[src/rtl/proc_run_ctrl_if.sv]
// rtl/proc_run_ctrl_if.sv - VIO/debug-side signal bundle of the processor run controller
// master drives the VIO controls and debug bus; slave is the run controller.
interface proc_run_ctrl_if;
  logic         run;
  logic         step;
  logic [3:0]   sel;
  logic [1:0]   byte_sel;
  logic [319:0] probe_bus;
  logic [31:0]  bp_count;
  logic         proc_reset;
  logic         proc_ce;
  logic [1:0]   state;
  logic [31:0]  cycle_count;
  logic         bp_hit;
  logic [7:0]   final_result;

  modport master (
    output run, step, sel, byte_sel, probe_bus, bp_count,
    input  proc_reset, proc_ce, state, cycle_count, bp_hit, final_result
  );

  modport slave (
    input  run, step, sel, byte_sel, probe_bus, bp_count,
    output proc_reset, proc_ce, state, cycle_count, bp_hit, final_result
  );
endinterface

[src/rtl/proc_run_ctrl.sv]
// rtl/proc_run_ctrl.sv - reset hold / run / halt / single-step sequencer and debug byte display
// Optional cycle breakpoint is built when PROC_BREAKPOINT_EN is defined.
module proc_run_ctrl #(
  parameter int RST_CYCLES = 4
) (
  input logic           clock,
  input logic           reset,
  proc_run_ctrl_if.slave bus
);

  typedef enum logic [1:0] {
    HOLD = 2'd0,
    IDLE = 2'd1,
    RUN  = 2'd2,
    STEP = 2'd3
  } state_t;

  localparam logic [7:0] HOLD_LAST = 8'(RST_CYCLES - 1);

  state_t      state_r;
  logic [7:0]  hold_cnt;
  logic        step_q;
  logic        proc_ce;
  logic        proc_reset;
  logic [31:0] cycle_count;
  logic        bp_hit;
  logic [7:0]  final_result;
  logic [31:0] word;
  logic [7:0]  byte_pick;
  logic        step_edge;
  logic        bp_trip;

  assign step_edge = bus.step & ~step_q;

  always_comb begin
    word = '0;
    for (int i = 0; i < 10; i++) begin
      if (bus.sel == 4'(i)) word = bus.probe_bus[i*32 +: 32];
    end
  end

  assign byte_pick = word[{bus.byte_sel, 3'b000} +: 8];

  // Trip one edge early so the enable is already low in the cycle where
  // cycle_count equals bp_count; the core sees exactly bp_count enables.
`ifdef PROC_BREAKPOINT_EN
  assign bp_trip = (cycle_count + {31'b0, proc_ce}) == bus.bp_count;
`else
  assign bp_trip = 1'b0;
`endif

  always_ff @(posedge clock) begin
    if (reset) begin
      state_r      <= HOLD;
      hold_cnt     <= '0;
      step_q       <= 1'b0;
      proc_ce      <= 1'b0;
      proc_reset   <= 1'b1;
      cycle_count  <= '0;
      bp_hit       <= 1'b0;
      final_result <= '0;
    end else begin
      step_q       <= bus.step;
      cycle_count  <= cycle_count + {31'b0, proc_ce};
      final_result <= byte_pick;
      case (state_r)
        HOLD: begin
          proc_ce <= 1'b0;
          if (hold_cnt == HOLD_LAST) begin
            state_r    <= IDLE;
            proc_reset <= 1'b0;
          end else begin
            hold_cnt <= hold_cnt + 8'd1;
          end
        end
        IDLE: begin
          if (bus.run && !bp_hit) begin
            if (bp_trip) begin
              bp_hit  <= 1'b1;
              proc_ce <= 1'b0;
            end else begin
              state_r <= RUN;
              proc_ce <= 1'b1;
            end
          end else if (step_edge) begin
            state_r <= STEP;
            proc_ce <= 1'b1;
            bp_hit  <= 1'b0;
          end else begin
            proc_ce <= 1'b0;
          end
        end
        RUN: begin
          if (!bus.run) begin
            state_r <= IDLE;
            proc_ce <= 1'b0;
          end else if (bp_trip) begin
            state_r <= IDLE;
            proc_ce <= 1'b0;
            bp_hit  <= 1'b1;
          end else begin
            proc_ce <= 1'b1;
          end
        end
        STEP: begin
          state_r <= IDLE;
          proc_ce <= 1'b0;
        end
        default: begin
          state_r <= HOLD;
          proc_ce <= 1'b0;
        end
      endcase
    end
  end

  assign bus.state        = state_r;
  assign bus.proc_ce      = proc_ce;
  assign bus.proc_reset   = proc_reset;
  assign bus.cycle_count  = cycle_count;
  assign bus.bp_hit       = bp_hit;
  assign bus.final_result = final_result;

endmodule

[src/flat_wrapper.sv]
// flat-port wrapper written by rule: the top's interface ports become plain ports
module proc_run_ctrl_flat 
#(
  parameter int RST_CYCLES = 4
)
  (clock, reset, bus_run, bus_step, bus_sel, bus_byte_sel, bus_probe_bus, bus_bp_count, bus_proc_reset, bus_proc_ce, bus_state, bus_cycle_count, bus_bp_hit, bus_final_result);
  proc_run_ctrl_if bus_i ();
  input logic clock;
  input logic reset;
  input wire logic [$bits(bus_i.run)-1:0] bus_run;
  input wire logic [$bits(bus_i.step)-1:0] bus_step;
  input wire logic [$bits(bus_i.sel)-1:0] bus_sel;
  input wire logic [$bits(bus_i.byte_sel)-1:0] bus_byte_sel;
  input wire logic [$bits(bus_i.probe_bus)-1:0] bus_probe_bus;
  input wire logic [$bits(bus_i.bp_count)-1:0] bus_bp_count;
  output wire logic [$bits(bus_i.proc_reset)-1:0] bus_proc_reset;
  output wire logic [$bits(bus_i.proc_ce)-1:0] bus_proc_ce;
  output wire logic [$bits(bus_i.state)-1:0] bus_state;
  output wire logic [$bits(bus_i.cycle_count)-1:0] bus_cycle_count;
  output wire logic [$bits(bus_i.bp_hit)-1:0] bus_bp_hit;
  output wire logic [$bits(bus_i.final_result)-1:0] bus_final_result;
  assign bus_i.run = bus_run;
  assign bus_i.step = bus_step;
  assign bus_i.sel = bus_sel;
  assign bus_i.byte_sel = bus_byte_sel;
  assign bus_i.probe_bus = bus_probe_bus;
  assign bus_i.bp_count = bus_bp_count;
  assign bus_proc_reset = bus_i.proc_reset;
  assign bus_proc_ce = bus_i.proc_ce;
  assign bus_state = bus_i.state;
  assign bus_cycle_count = bus_i.cycle_count;
  assign bus_bp_hit = bus_i.bp_hit;
  assign bus_final_result = bus_i.final_result;
  proc_run_ctrl #(.RST_CYCLES(RST_CYCLES)) u_core (.clock(clock), .reset(reset), .bus(bus_i));
endmodule
[config.mk]
export PLATFORM = sky130hd
export DESIGN_NAME = proc_run_ctrl_flat
export DESIGN_NICKNAME = d
export VERILOG_FILES = /design/src/rtl/proc_run_ctrl_if.sv /design/src/rtl/proc_run_ctrl.sv /design/src/flat_wrapper.sv
export SDC_FILE = /design/constraint.sdc
export NUM_CORES = 1
export LEC_CHECK = 0
export ABC_AREA = 1
export BUFFER_PORTS_ARGS = -buffer_cell sky130_fd_sc_hd__buf_2
export CORE_AREA = 2 2 158 160
export DETAILED_ROUTE_END_ITERATION = 8
export DIE_AREA = 0 0 160 162
export HOLD_SLACK_MARGIN = 0.15
export SYNTH_ARGS = -nofsm -noshare
export SYNTH_HDL_FRONTEND = slang
export SYNTH_SLANG_ARGS = --single-unit
[constraint.sdc]
create_clock -name clock -period 4.4 [get_ports clock]
set_clock_uncertainty 0.1 [all_clocks]
set_input_delay 0.88 -clock clock [delete_from_list [all_inputs] [get_ports clock]]
set_output_delay 0.88 -clock clock [all_outputs]
set_load 0.02 [all_outputs]
==> flow_summary.yaml, run 1 <==
placed_design:
  place_congestion: 0.990
  hpwl_um: 28800
  port_buffers: 373
  place_ws_ps: 897
timing:
  fin_ws_ps: 1090
  finalHoldViolCount: 0
  period_share: 0.753
  slew_headroom: 0.330
  rsz0062_at_grt: "false"
  tns_ps: 0
  worst_hold_slack_ps: 366
  report.final.setup_viol: 0
  fin_crit_ps: 3310
  fmax_ghz: 0.302
  slew_violations: 0
  tightestPinTransition_ps: 1000
synthesis:
  yosys_warnings: 0
  synth_nets: 1372
  synth_seq_area_share: 0.201
  syn_area_per_cell_um2: 5.25
  synth_top_area_share: 0.201
  yosys.area.top_type: "dfxtp_1"
  async_flop_share: 0
  synthTopCellsByArea: "dfxtp_1, nand2_1, nand3_1, nor2_1, inv_1"
  synthTopCellsByCount: "nand2_1, nor2_1, inv_1"
  netlist_area_um2: 5290
  synth_edf_count: 0
  ys_ff_latch: 53
  synth.distinct_cells: 30
  synth-main-ff-cell: "dfxtp_1"
  syn_inst: 1007
  yosysMostFrequentCell: "nand2_1"
detailed_routing:
  drc: 0
  drtIter0Drc: 874
  via_count: 7901
  drt_pre_antenna_iters: 5
  wl_per_cell_um: 20.3
  routed_via_density: 4.69
  ant_nets: 0
  routed_wl_um: 34200
cts:
  clk_latency_ps: 290
  cts_buffer_depth: 2
  clockRootBuffer: "clkbuf_16"
  cts_buffers: 5
  cts_hold_buf: 0
  ctsResizeCount: 0
  cts_tree: "yes"
  postCtsSetupBuffers: 0
  clock-sinks: 53
  cts.clk_slew.worst_paths_ps: 80
  htreeDepth: 2
worst_setup_path:
  path_max_fanout: 24
  cp-end-kind: "register"
  path_class: "in -> reg"
  r2r_setup_slack_ps: 2050
  startpoint_type: "input pin"
  cp.required_ps: 4520
  crit_arrival_ps: 3440
power_and_ir_drop:
  p_clk_frac: 0.280
  vdd_drop_max_mv: 0.148
  p_leak_nw: 4.11
  switchingPower_mw: 0.540
  powerDensity_nw_per_um2: 192
  switching_share: 0.368
  combPwrFrac: 0.363
  internal_power_mw: 0.927
  pwr-share-seq: 0.357
cells_and_area:
  drive_above_1_share: 0.313
  fin_util: 0.317
  layout.nets: 1718
  syn_to_final_growth_pct: 44.6
grt:
  first_global_vias: 7608
  grt_max_degree: 47
  grtUsageTotal: 0.253
  antenna_found_initial: 9
  gr-total-overflow: 0
  grt_first_pass_wirelength_um: 48200
die:
  ios: 407
  die_area_um2: 25900
  rows: 57
  die_w_um: 160
  core-area_um2: 24100
  die_y_um: 162
  floorplan.initialDensity: 0.219
worst_hold_path:
  holdCritPathClass: "reg -> reg"
status:
  status: "completed"
run:
  drv_cap: 0
[flip-flops by register name, summed over array words and instances, names as in the netlist]
signal / flops
u_core.bus.cycle_count: 32
u_core.bus.final_result: 8
u_core.hold_cnt: 8
u_core.bus.state: 2
u_core.bus.proc_ce: 1
u_core.bus.proc_reset: 1
u_core.step_q: 1
[worst max-delay path, stage by stage]
cell	delay, ps
buf_2	120
inv_1	80
nor2_2	350
nand2_1	520
nor2_1	660
nor2_1	140
nand3_1	170
nand2_1	70
nand4_1	140
nand2_1	70
nand2_1	60
nor2_1	80
nor2_1	100
[stage by stage]
stage / std cells / power, mW / cell area (um^2)
floorplan: 1007 / 0.767 / 5290
detailed placement: 1670 / 1.06 / 7470
CTS: 1678 / 1.47 / 7630
global placement: 1670 / 1.06 / 7470
finish: 1686 / 1.47 / 7650
global route: 1682 / 1.55 / 7640
[power by group through the flow]
| stage | combinational [mW] | clock, mW | sequential, mW |
|---|---|---|---|
| 5_1_grt | 0.589 | 0.438 | 0.528 |
| 3_5_place_dp | 0.523 | 0 | 0.535 |
| 3_3_place_gp | 0.521 | 0 | 0.534 |
| 6_report | 0.533 | 0.410 | 0.524 |
| 4_1_cts | 0.526 | 0.423 | 0.524 |
| 2_1_floorplan | 0.217 | 0 | 0.550 |
[cell families after synthesis]
logic type	share of synthesized area
AND/OR/NAND/NOR	0.518
buffers and inverters	0.136
adder cells (fa/ha/maj)	0.00710
flip-flops	0.201
other	0.000709
AO/OA/AOI/OAI	0.129
XOR/XNOR	0.00828
[final timing paths]
check	from	to	cells after the start
max	bus_sel[1]	u_core.bus.final_result[0]	13
min	u_core.bus.proc_reset	u_core.bus.proc_reset	2
max reg2reg	u_core.bus.proc_ce	u_core.bus.cycle_count[28]	13
min reg2reg	u_core.bus.proc_reset	u_core.bus.proc_reset	2
[cell type report]
| type | count | area (um^2) |
|---|---|---|
| diodes | 8 | 20.0 |
| clock buffers | 5 | 125 |
| clock inverters | 3 | 28.8 |
| fillers | 2870 | 16500 |
| inverters | 139 | 522 |
| multi-input cells | 768 | 3520 |
| flip-flops and latches | 53 | 1060 |
| well taps | 324 | 405 |
| repair buffers | 386 | 1960 |
[layout by cell type, fill, tap and decap left out]
| cell | n |
|---|---|
| a21oi_1 | 73 |
| and3_1 | 3 |
| buf_2 | 373 |
| buf_4 | 13 |
| clkbuf_16 | 5 |
| clkinv_1 | 1 |
| clkinv_4 | 1 |
| conb_1 | 1 |
| dfxtp_1 | 53 |
| diode_2 | 8 |
| ha_1 | 3 |
| inv_1 | 138 |
| inv_6 | 1 |
| inv_8 | 1 |
| nand2_1 | 271 |
| nand2_2 | 2 |
| nand3_1 | 115 |
| nand3_2 | 1 |
| nand4_1 | 42 |
| nor2_1 | 141 |
| nor2_2 | 7 |
| nor2_4 | 2 |
| nor3_1 | 13 |
| nor3_4 | 1 |
| nor3b_1 | 8 |
| nor4_1 | 2 |
| o211ai_1 | 1 |
| o21a_1 | 2 |
| o21ai_0 | 56 |
| o21bai_1 | 1 |
| o31ai_1 | 1 |
| or2_2 | 17 |
| xnor2_1 | 4 |
| xor2_1 | 1 |
[metal layers]
metal  track usage  part of all wire
met5             0            0.0011
met1         0.334              0.44
met3         0.136              0.15
met4        0.0315            0.0085
met2         0.374              0.40
Note: power is estimated with default switching activity, not from simulation.
==> run 2: changes to the inputs <==
- CORE_AREA: 2 2 158 160 -> 2 2 159 161
- DIE_AREA: 0 0 160 162 -> 0 0 161 163
- clock period: 4.4 -> 2.7 ns (I/O delays scaled with it)
==> run 2 against run 1 <==
Compared with the run above: global-route usage fell by 0.35 points; combinational power rose by 67%; clock-buffer cell count did not move; critical path depth fell by 1; register-to-register slack got worse by 1800 ps; cell count rose by 1.2%; design area rose by 3.1%.
==> flow_summary.yaml, run 2 (synthesized netlist as in run 1, its figures left out) <==
die:
  rows: 58
  core-area_um2: 24700
  die_area_um2: 26200
  die_y_um: 163
  ios: 407
  floorplan.initialDensity: 0.214
  die_w_um: 161
cts:
  cts_hold_buf: 0
  cts.clk_slew.worst_paths_ps: 80
  clockRootBuffer: "clkbuf_16"
  cts_buffer_depth: 2
  postCtsSetupBuffers: 0
  cts_tree: "yes"
  htreeDepth: 2
  clk_latency_ps: 300
  ctsResizeCount: 0
  cts_buffers: 5
  clock-sinks: 53
cells_and_area:
  fin_cells: 1707
  largestRegisters: "u_core.bus.cycle_count x32, u_core.bus.final_result x8, u_core.hold_cnt x8"
  final_common_cell: "buf_2"
  top_register: "u_core.bus.cycle_count"
  mostFrequentLayoutCells: "buf_2, nand2_1, nor2_1, inv_1, nand3_1"
  layout.nets: 1732
  drive_above_1_share: 0.321
  largest_reg_flops: 32
  syn_to_final_growth_pct: 49.1
power_and_ir_drop:
  pwr-share-seq: 0.330
  p_clk_frac: 0.326
  switchingPower_mw: 0.879
  powerDensity_nw_per_um2: 328
  vdd_drop_max_mv: 0.273
  switching_share: 0.340
  internal_power_mw: 1.70
  p_leak_nw: 4.22
  combPwrFrac: 0.344
placed_design:
  dp_cells: 1690
  port_buffers: 373
  place_congestion: 0.977
  hpwl_um: 28700
detailed_routing:
  drt_pre_antenna_iters: 7
  drtIter0Drc: 733
  routed_via_density: 4.66
  drc: 0
  routed_wl_um: 34000
  via_count: 7950
  wl_per_cell_um: 19.9
  ant_nets: 0
worst_setup_path:
  startpoint_type: "register"
  path_max_fanout: 5
  cp.required_ps: 2840
  worst-path-stages: 12
  worstPathCellList: "ha_1 -> ha_1 -> nand2_1 -> nor2_1 -> nand3_1 -> nor2_2 -> nand2_2 -> nor3_4 -> nand3_2 -> o21bai_1 -> inv_1 -> nor2_1"
  rr_worst_depth: 12
  worst_path_largest_cell_delay_ps: 370
  cp_slowest_cell: "dfxtp_1"
  cp_num_buf_inv: 1
  crit_arrival_ps: 2570
  cp-end-kind: "register"
  path_delay_family: "simple AND/OR/NAND/NOR gates"
  path_class: "reg -> reg"
timing:
  report.final.setup_viol: 0
  tns_ps: 0
  fmax_ghz: 0.413
  fin_crit_ps: 2420
  slew_violations: 0
  slew_headroom: 0.654
  period_share: 0.898
  finalHoldViolCount: 0
  rsz0062_at_grt: "false"
  tightestPinTransition_ps: 518
grt:
  gr-total-overflow: 0
  grt_max_degree: 61
  grtUsageTotal: 0.250
  grt_first_pass_wirelength_um: 47800
  first_global_vias: 7453
  antenna_found_initial: 20
status:
  status: "completed"
worst_hold_path:
  hold_depth: 2
  holdCritPathClass: "reg -> reg"
run:
  drv_cap: 0
[run 2: path summary, 6_finish.rpt]
check                                            from                    endpoint  slack (ps)
worst min register to register  u_core.bus.proc_reset       u_core.bus.proc_reset         360
worst max-delay path               u_core.bus.proc_ce  u_core.bus.cycle_count[28]         280
worst min-delay path            u_core.bus.proc_reset       u_core.bus.proc_reset         360
worst max register to register     u_core.bus.proc_ce  u_core.bus.cycle_count[28]         280
[run 2: stage by stage]
stage | total power, mW | utilization | setup WS [ps] | area [um^2] | hold slack, ps
after floorplan | 1.25 | - | 498 | 5290 | 334
after detailed placement | 1.76 | 0.311 | 136 | 7670 | 347
after CTS | 2.61 | 0.319 | 303 | 7860 | 354
after global routing | 2.74 | 0.319 | 122 | 7870 | 383
after global placement | 1.75 | 0.311 | 143 | 7670 | 342
final | 2.58 | 0.319 | 277 | 7880 | 362
[run 2: power by group through the flow]
stage / clock network, mW / logic, mW / registers [mW]
floorplan: 0 / 0.354 / 0.896
global placement: 0 / 0.881 / 0.869
detailed placement: 0 / 0.886 / 0.870
CTS: 0.871 / 0.890 / 0.852
global route: 0.900 / 0.982 / 0.859
finish: 0.842 / 0.890 / 0.852
[run 2: final cells by class]
type,count,area (um^2)
fillers,2905,16800
multi-input cells,768,3530
repair buffers,400,2140
flip-flops and latches,53,1060
inverters,139,522
well taps,330,413
clock buffers,5,125
clock inverters,3,65.1
diodes,9,22.5
[run 2: tightest hold or removal path, cell delays in order (launching register included)]
cell and delay (ps):
dfxtp_1 320, o31ai_1 60, nand2_1 50
[run 2: metal layers]
metal	vias up	global-route usage	part of all wire
li1	3949	-	-
met1	3531	0.355	0.47
met2	408	0.374	0.41
met3	46	0.0812	0.11
met4	16	0.0353	0.012
met5	-	0	0.0033
==> run 3: changes to the inputs <==
- CELL_PAD_IN_SITES_DETAIL_PLACEMENT: unset -> 1
- CELL_PAD_IN_SITES_GLOBAL_PLACEMENT: unset -> 2
- CORE_AREA: 2 2 159 161 -> unset
- CORE_MARGIN: unset -> 2
- CORE_UTILIZATION: unset -> 16
- DIE_AREA: 0 0 161 163 -> unset
- PLACE_DENSITY_LB_ADDON: unset -> 0.1
==> run 3 against run 2 <==
Compared with the run above: sequential share of layout area down 0.21 points; utilization is 7.3 points lower; critical path depth is the same; design area grew 1.6%; largest power group is now sequential cells; fmax rose by 3.0%; global-route usage down 6.3 points; first-iteration DRC count is 70% lower; clock power decreased by 10%.
==> flow_summary.yaml, run 3 (synthesized netlist as in run 1, its figures left out) <==
cells_and_area:
  fin_cells: 1824
  multi_input_area_um2: 3530
  fillers: 4367
  largestRegisters: "u_core.bus.cycle_count x32, u_core.bus.final_result x8, u_core.hold_cnt x8"
  mostFrequentLayoutCells: "buf_2, nand2_1, nor2_1, inv_1, nand3_1"
  stdcell_area_um2: 8010
  fin_util: 0.246
  layout.nets: 1728
  drive_above_1_share: 0.318
  final_common_cell: "buf_2"
  top_register: "u_core.bus.cycle_count"
  largest_reg_flops: 32
  register_area_um2: 1060
  syn_to_final_growth_pct: 51.4
grt:
  antenna_found_initial: 26
  grt_first_pass_wirelength_um: 47900
  gr-total-overflow: 0
  first_global_vias: 7659
  busiest_layer: "met2"
  use_met2: 0.341
  grtUsageTotal: 0.187
  gr-usage-met1: 0.219
  grt_max_degree: 61
  grt_use_met3: 0.0485
timing:
  report.final.setup_viol: 0
  period_share: 0.871
  fin_crit_ps: 2350
  fin_ws_ps: 347
  slew_violations: 0
  slew_headroom: 0.637
  worst_hold_slack_ps: 355
  tns_ps: 0
  rsz0062_at_grt: "false"
  fmax_ghz: 0.425
  finalHoldViolCount: 0
  tightestPinTransition_ps: 544
worst_setup_path:
  path_max_fanout: 5
  cp.required_ps: 2840
  path_class: "reg -> reg"
  startpoint_type: "register"
  cp-end-kind: "register"
  crit_arrival_ps: 2490
cts:
  clock-sinks: 53
  cts_buffer_depth: 2
  cts_hold_buf: 0
  clk_latency_ps: 300
  cts_buffers: 5
  cts_tree: "yes"
  clockRootBuffer: "clkbuf_16"
  htreeDepth: 2
  cts.clk_slew.worst_paths_ps: 80
detailed_routing:
  via_count: 7657
  wl_per_cell_um: 18.4
  routed_via_density: 4.20
  drc: 0
  drtIter0Drc: 219
  routed_wl_um: 33600
  ant_nets: 0
  drt_pre_antenna_iters: 4
power_and_ir_drop:
  p_leak_nw: 4.19
  vdd_drop_max_mv: 0.273
  internal_power_mw: 1.61
  pwr-share-seq: 0.349
  powerDensity_nw_per_um2: 305
  fin_total_pwr_mw: 2.44
  combPwrFrac: 0.341
  switching_share: 0.342
  p_clk_frac: 0.310
  switchingPower_mw: 0.835
die:
  core-area_um2: 32500
  die_w_um: 186
  die_y_um: 186
  rows: 66
  die_area_um2: 34500
  ios: 407
  floorplan.initialDensity: 0.163
placed_design:
  place_congestion: 0.809
  place_ws_ps: -32.0
  hpwl_um: 28500
  place_area_um2: 7780
  port_buffers: 373
  dp_cells: 1797
worst_hold_path:
  holdCritPathClass: "in -> reg"
run:
  drv_cap: 0
status:
  status: "completed"
==> run 3: cell count changes in the layout (fill, tap and decap cells not counted), sizes merged <==
cell,previous run,this run
bufinv,2,1
buf,400,396
diode,9,19
clkinv,2,1
inv,138,139
==> run 3: metal layers <==
| layer | part of all wire | wire (um) |
|---|---|---|
| met5 | 0.0027 | 90 |
| met4 | 0.011 | 363 |
| met3 | 0.070 | 2350 |
| met2 | 0.50 | 16600 |
| met1 | 0.42 | 14100 |
==> run 3: critical path, cell delays in order (launching register included) <==
cell,delay [ps]
dfxtp_1,340
ha_1,190
ha_1,180
nand2_1,70
nor2_1,190
nand3_1,240
nor2_4,210
nand2_2,110
nor3_4,220
nand3_2,140
o21bai_1,150
inv_1,50
nor2_1,100
==> run 3: path summary, 6_finish.rpt <==
| path | slack (ps) | start | end | cells past startpoint |
|---|---|---|---|---|
| hold reg to reg | 360 | u_core.bus.proc_reset | u_core.bus.proc_reset | 2 |
| hold / removal | 350 | bus_step | u_core.step_q | 3 |
| setup / recovery | 350 | u_core.bus.proc_ce | u_core.bus.cycle_count[28] | 12 |
| setup reg to reg | 350 | u_core.bus.proc_ce | u_core.bus.cycle_count[28] | 12 |
==> run 3: power by group through the flow <==
| stage | sequential, mW | combinational [mW] | clock [mW] |
|---|---|---|---|
| 3_3_place_gp | 0.871 | 0.852 | 0 |
| 3_5_place_dp | 0.871 | 0.860 | 0 |
| 5_1_grt | 0.861 | 0.945 | 0.813 |
| 6_report | 0.853 | 0.833 | 0.756 |
| 2_1_floorplan | 0.896 | 0.354 | 0 |
| 4_1_cts | 0.854 | 0.863 | 0.795 |
==> run 3: area by class of cell <==
type                            count  share of cell area
Clock buffer                        5              0.0156
Clock inverter                      2             0.00484
Tap cell                          442              0.0691
Sequential cell                    53               0.133
Timing Repair Buffer              396               0.266
Multi-Input combinational cell    768               0.441
Inverter                          139              0.0652
Antenna cell                       19             0.00594
==> run 3: what timing repair did <==
action | CTS | global route
gates resized for setup | 0 | 1
buffers inserted | 0 | 1
setup endpoints to repair | 0 | 2
